===== config.mk =====
export PLATFORM = sky130hd
export DESIGN_NAME = chimera_clu_gate_seq
export DESIGN_NICKNAME = d
export VERILOG_FILES = /design/src/rtl/chimera_clu_gate_seq.sv
export SDC_FILE = /design/constraint.sdc
export NUM_CORES = 1
export LEC_CHECK = 0
export CAP_MARGIN = 30
export CELL_PAD_IN_SITES_DETAIL_PLACEMENT = 0
export CELL_PAD_IN_SITES_GLOBAL_PLACEMENT = 1
export CORE_ASPECT_RATIO = 1.25
export CORE_MARGIN = 5
export CORE_UTILIZATION = 38
export CTS_CLUSTER_SIZE = 10
export DETAILED_ROUTE_END_ITERATION = 8
export PLACE_DENSITY = 0.8
export RECOVER_POWER = 100
export SLEW_MARGIN = 20
export SYNTH_ARGS = -nofsm -noshare
export SYNTH_HDL_FRONTEND = slang
export SYNTH_SLANG_ARGS = --single-unit

===== constraint.sdc =====
create_clock -name clk_i -period 2.5 [get_ports clk_i]
set_input_delay 0.5 -clock clk_i [delete_from_list [all_inputs] [get_ports clk_i]]
set_output_delay 0.5 -clock clk_i [all_outputs]
set_load 0.05 [all_outputs]

===== src/rtl/chimera_clu_gate_seq.sv =====
// chimera_clu_gate_seq: per-cluster isolate/drain/reset/clock-gate sequencer (clk_i, rst_i, gate_req_i, clu_busy_i -> clk_en_o, clu_rst_no, isolate_o, gated_o, state_o)
module chimera_clu_gate_seq #(
  parameter int NumClusters = 5,
  parameter int IdleCycles  = 4,
  parameter int RstCycles   = 8,
  parameter int CntWidth    = $clog2((IdleCycles > RstCycles ? IdleCycles : RstCycles) + 1)
) (
  input  logic                     clk_i,
  input  logic                     rst_i,
  input  logic [NumClusters-1:0]   gate_req_i,
  input  logic [NumClusters-1:0]   clu_busy_i,
  output logic [NumClusters-1:0]   clk_en_o,
  output logic [NumClusters-1:0]   clu_rst_no,
  output logic [NumClusters-1:0]   isolate_o,
  output logic [NumClusters-1:0]   gated_o,
  output logic [3*NumClusters-1:0] state_o
);
  typedef enum logic [2:0] {RUN = 3'd0, ISO = 3'd1, RST = 3'd2, GATED = 3'd3, WAKE = 3'd4} state_e;
  localparam logic [CntWidth-1:0] IdleLast = CntWidth'(IdleCycles - 1);
  localparam logic [CntWidth-1:0] RstLoad  = CntWidth'(RstCycles - 1);
  state_e              state_q [NumClusters];
  state_e              state_d [NumClusters];
  logic [CntWidth-1:0] cnt_q   [NumClusters];
  logic [CntWidth-1:0] cnt_d   [NumClusters];
  always_comb begin
    for (int i = 0; i < NumClusters; i++) begin
      state_d[i] = state_q[i];
      cnt_d[i]   = cnt_q[i];
      case (state_q[i])
        RUN: begin
          state_d[i] = gate_req_i[i] ? ISO : RUN;
          cnt_d[i]   = gate_req_i[i] ? '0 : cnt_q[i];
        end
        ISO: begin
          if (!gate_req_i[i]) state_d[i] = RUN;
          else if (clu_busy_i[i]) cnt_d[i] = '0;
          else if (cnt_q[i] >= IdleLast) begin
            state_d[i] = RST;
            cnt_d[i]   = RstLoad;
          end else cnt_d[i] = cnt_q[i] + 1'b1;
        end
        RST: begin
          state_d[i] = (cnt_q[i] == '0) ? GATED : RST;
          cnt_d[i]   = (cnt_q[i] == '0) ? cnt_q[i] : cnt_q[i] - 1'b1;
        end
        GATED: begin
          state_d[i] = gate_req_i[i] ? GATED : WAKE;
          cnt_d[i]   = gate_req_i[i] ? cnt_q[i] : RstLoad;
        end
        WAKE: begin
          state_d[i] = (cnt_q[i] == '0) ? RUN : WAKE;
          cnt_d[i]   = (cnt_q[i] == '0) ? cnt_q[i] : cnt_q[i] - 1'b1;
        end
        default: begin
          state_d[i] = WAKE;
          cnt_d[i]   = RstLoad;
        end
      endcase
    end
  end
  always_ff @(posedge clk_i) begin
    for (int i = 0; i < NumClusters; i++) begin
      state_q[i] <= rst_i ? WAKE : state_d[i];
      cnt_q[i]   <= rst_i ? RstLoad : cnt_d[i];
    end
  end
  always_comb begin
    for (int i = 0; i < NumClusters; i++) begin
      clk_en_o[i]      = state_q[i] != GATED;
      clu_rst_no[i]    = (state_q[i] == RUN) || (state_q[i] == ISO);
      isolate_o[i]     = state_q[i] != RUN;
      gated_o[i]       = state_q[i] == GATED;
      state_o[3*i +: 3] = state_q[i];
    end
  end
endmodule


---- Yosys cells after proc, flatten, opt, wreduce, memory -nomap -nowiden ----
Memory sizes are Yosys's and may differ from the RTL's.
Cells that the tools add are included.
cells by class
  magnitude comparators ................... 5
  reduce and logical (&&, ||, !) cells .... 25
  multiplexer cells ....................... 85
  $add $sub $neg .......................... 10
  equal/unequal tests ..................... 25
operators by type and width
  cell                                                                                 number
  4-bit two-way mux                                                                    35
  3-bit two-way mux                                                                    30
  4-bit one-hot mux with 4 select lines                                                5
  3-bit one-hot mux with 5 select lines                                                5
  3-bit by 2-bit equality test with 1-bit output, second input constant                10
  4-bit by 1-bit adder with 4-bit output, second input constant                        5
  4-bit by 2-bit greater-or-equal comparator with 1-bit output, second input constant  5
  4-bit zero test                                                                      5
  4-bit by 1-bit subtractor with 4-bit output, second input constant                   5
  3-bit by 1-bit equality test with 1-bit output, second input constant                5
  3-bit equality test, second input constant                                           5
  3-bit zero test                                                                      5
  3-bit by 2-bit inequality test with 1-bit output, second input constant              5
  3-bit nonzero test                                                                   5
  1-bit two-way mux                                                                    10
  2-bit OR reduction                                                                   5
  1-bit logical OR                                                                     5
word-level totals
  word-level logic and storage cells ...... 152
  bits of input ports ..................... 12
  bits in registers ....................... 0
  bits in writable memories ............... 35
  output and inout port bits .............. 35
  memories kept ........................... 2
memories
  memory   depth  width  read ports  clocked after memory_dff  wr ports  RTL line  source
  cnt_q    5      4      5           0                         5         23        logic [CntWidth-1:0] cnt_q [NumClusters];
  state_q  5      3      5           0                         5         21        state_e state_q [NumClusters];

---- Logic depth before layout (Yosys ltp) ----
  depth after elaboration ................. 6
  gate-level depth with buffers ........... 6
  depth with buffers taken out ............ 6

---- Worst setup path before layout ----
No wires, ideal clock.
  path kind ............................... register to output
  start ................................... mem state_q[0][7] in the netlist's numbering
  end ..................................... out clk_en_o[2]
  arrival ................................. 2.835 ns
  required time ........................... 2.000 ns
  setup slack ............................. -0.835 ns
  buffers on the path ..................... 1
  cell stages (with the launch flop) ...... 5
  path through ............................ dfxtp_1 > clkbuf_1 > inv_1 > nor3_1 > inv_1
RTL lines
  element             RTL line  source
  start: declaration  21
  end: declaration    12        output logic [NumClusters-1:0] clk_en_o,

==> summary.md <==
| Metric | Value |
|---|---|
| Leak pwr | 1.25 nW |
| RSZ-0062 raised after global routing | no |
| Final wirelength | 6.31 mm |
| Startpoint Class | flip-flop |
| EDFF count, synth | 0 |
| Core Rows | 33 |
| Clk_lat worst skew | 0.29 ns |
| Seq/Total Area, Yosys | 28.0% |
| Slew Viols, Final | 0 |
| Actual slew at the worst max-slew pin | 0.598 ns |
| Top_reg_cell synth | dfxtp_1 |
| Clk root buf | clkbuf_8 |
| Antenna-violating nets left | 0 |
| Synth top area share | 28.0% |
| CP max-delay cell | dlygate4sd3_1 |
| Worst setup startpoint | state_q[0][11] |
| Status | complete, no violations |
| Largest net degree at the start of global routing | 19 |
| Number of global-route vias before repair | 2471 |
| Setup CP Type | reg2out |
| Vias per cell | 5.44 |
| Worst path max stage delay | 0.86 ns |
| Die height | 101 microns |
| Ys Warns | 0 |
| Most common cell in the synthesized netlist | dfxtp_1 |
| Relative slew margins | 60.3% |
| CTS H-tree lvls | 2 |
| Syn Nets | 359 |
| DRC Markers | 0 |
| Fillers | 667 |
| GRT Overall Usage | 15.9% |
| Fin. Hold Viols | 0 |
| Avg WL per Cell | 13.3 microns |
| Clk sink count | 35 |
| Setup Viol. Count Final | 0 |
| Remaining Overflow, GRT | 0 |
| Area of the multi-input gates | 1640 sq um |
| Port bufs | 46 |
| Req. time, crit path | 2.00 ns |
| Crit path buf inv count | 2 |
| HPWL Detailed | 4.76 mm |
| TritonCTS clock tree | done |
| Fin nets | 408 |
| Post-synthesis async set-or-reset flop share | 0% |
| Hold bufs inserted after CTS | 0 |
| DR pass1 iterations | 4 |
| Post-Syn Area | 2500 sq um |
| Max Buffers Root-to-Sink | 2 |
| GPL Wtd Cong | 0.831 |
| Nature of the critical path endpoint | primary output |
| Ports | 47 |
| DR vias | 2572 |
| Power Dens Cells | 920 nW/um^2 |
| CP top delay family | buffers and inverters |
| Clk slew on worst S/H paths | 0.07 ns |
| Avg Cell Area, Syn | 7.45 sq um |
| Min Tclk post-route | 2.38 ns |
| 1st-iter DRT viols | 71 |
| Storage element area | 702 sq um |
| Top cells by area, synth | dfxtp_1, o21ai_0, a21oi_1 |
| Post-Route Setup TNS | 0 ns |
| Mapped Cells | 336 |
| Die area | 8320 sq um |
| Min-delay src | cnt_q[0][3] |
| Placeable Area | 6480 sq um |
| Most frequent cells after synthesis | dfxtp_1, o21ai_0, inv_1 |
| Antenna diodes | 0 |
| Tcrit/Tclk final | 95.3% |
| Initial antenna violation count | 0 |
| Layout cells sized above 1 | 11.4% |
| Initial core utilization | 38.6% |
| Crit path DAT | 1.88 ns |
| Number of distinct library cells after synthesis | 51 |
| Area Overhead vs Synth | 29.2% |
| First-pass GRT wire length | 10.8 mm |
| R2R Path Start | cnt_q[0][8] |
| Achievable frequency | 420 MHz |
| Max-cap viol count | 0 |
| Number of synthesized register bits | 35 |
| Chip width | 82.6 microns |
| CP max FO | 14 |
| Total CTS buffers | 5 |
| Area leader, netlist | dfxtp_1 |
| IR drop worst, VDD | 462 uV |
| Worst-path cell chain | nor2_2 -> inv_1 -> dlygate4sd3_1 |
| Worst hold path type | reg2reg |
| Worst Skew | 0.00974 ns |
| Fin Hold WS | 0.536 ns |
-- worst min-delay path, stage by stage, from the launching register on --
cell	delay, ns
dfxtp_1	0.36
nand2_1	0.08
a21oi_1	0.06
-- sequential cells by signal, indices dropped and copies added (netlist names) --
signal	cells
cnt_q	20
state_q	15
-- timing repair --
item,CTS,global route
endpoints found under the setup margin,0,1
gates resized for setup,0,1
setup buffers,0,0
-- metrics by stage --
step	cells	cell area [sq um]	setup WS [ns]	utilization, %	total power [W]
6_report	473	3230	0.118	49.9	0.00298
5_1_grt	473	3230	0.0176	49.9	0.00321
4_1_cts	473	3260	0.0289	50.2	0.00305
3_5_place_dp	465	3120	0.348	48.2	0.00243
3_3_place_gp	465	3120	0.369	48.2	0.00242
2_1_floorplan	336	2530	-0.0292	-	0.00199
-- logic make-up after synthesis --
group                    count (synthesis)  share of synthesized area [%]
AO/OA/AOI/OAI                          111                           28.5
adder cells (fa/ha/maj)                 16                           7.50
multiplexers                             1                          0.400
buffers and inverters                   49                           7.60
flip-flops                              35                           28.0
XOR/XNOR                                 5                           2.05
AND/OR/NAND/NOR                        119                           25.9
-- cell usage in the layout, fill, tap and decap left out, types with 5 or more instances in the layout --
cell / netlist / final
dfxtp_1: 35 / 34
clkbuf_8: 0 / 5
inv_1: 30 / 30
buf_4: 1 / 15
nor2_1: 24 / 19
a21oi_1: 28 / 28
nand3_1: 5 / 5
ha_1: 11 / 11
nor2b_1: 6 / 6
nand2b_1: 5 / 5
clkbuf_1: 15 / 6
nand2_1: 14 / 14
nor3b_1: 7 / 7
dlygate4sd3_1: 0 / 32
nor4_1: 5 / 5
o21ai_0: 33 / 33
maj3_1: 5 / 5
o211ai_1: 10 / 10
clkdlybuf4s50_1: 0 / 9
or2_2: 10 / 10
nor3_1: 24 / 24
or3_1: 7 / 7
-- path summary, 6_finish.rpt --
kind	endpoint	slack, ns	cells past startpoint
worst max-delay path	clk_en_o[3]	0.12	3
worst min-delay path	cnt_q[0][3]	0.54	2
worst max register to register	cnt_q[0][8]	0.57	6
worst min register to register	cnt_q[0][3]	0.54	2
-- layer usage --
metal	wire length, microns	GRT usage, %
met1	2740	18.8
met2	3310	29.3
met3	196	2.77
met4	57	3.52
met5	0	0
-- power by group --
| part | switching, W | internal, W | leakage (nW) |
|---|---|---|---|
| combinational | 0.000863 | 0.000593 | 0.902 |
| clock | 0.000206 | 0.000399 | 0.0654 |
| sequential | 0.000214 | 0.000700 | 0.288 |
-- area by class of cell --
type | count | area share, %
inverter | 30 | 3.48
multi-input combinational | 252 | 50.6
timing repair buffer | 61 | 16.8
clock buffer | 6 | 2.24
tap | 87 | 3.37
clock inverter | 2 | 1.86
sequential | 35 | 21.7
Power figures use the tool's default switching activity.
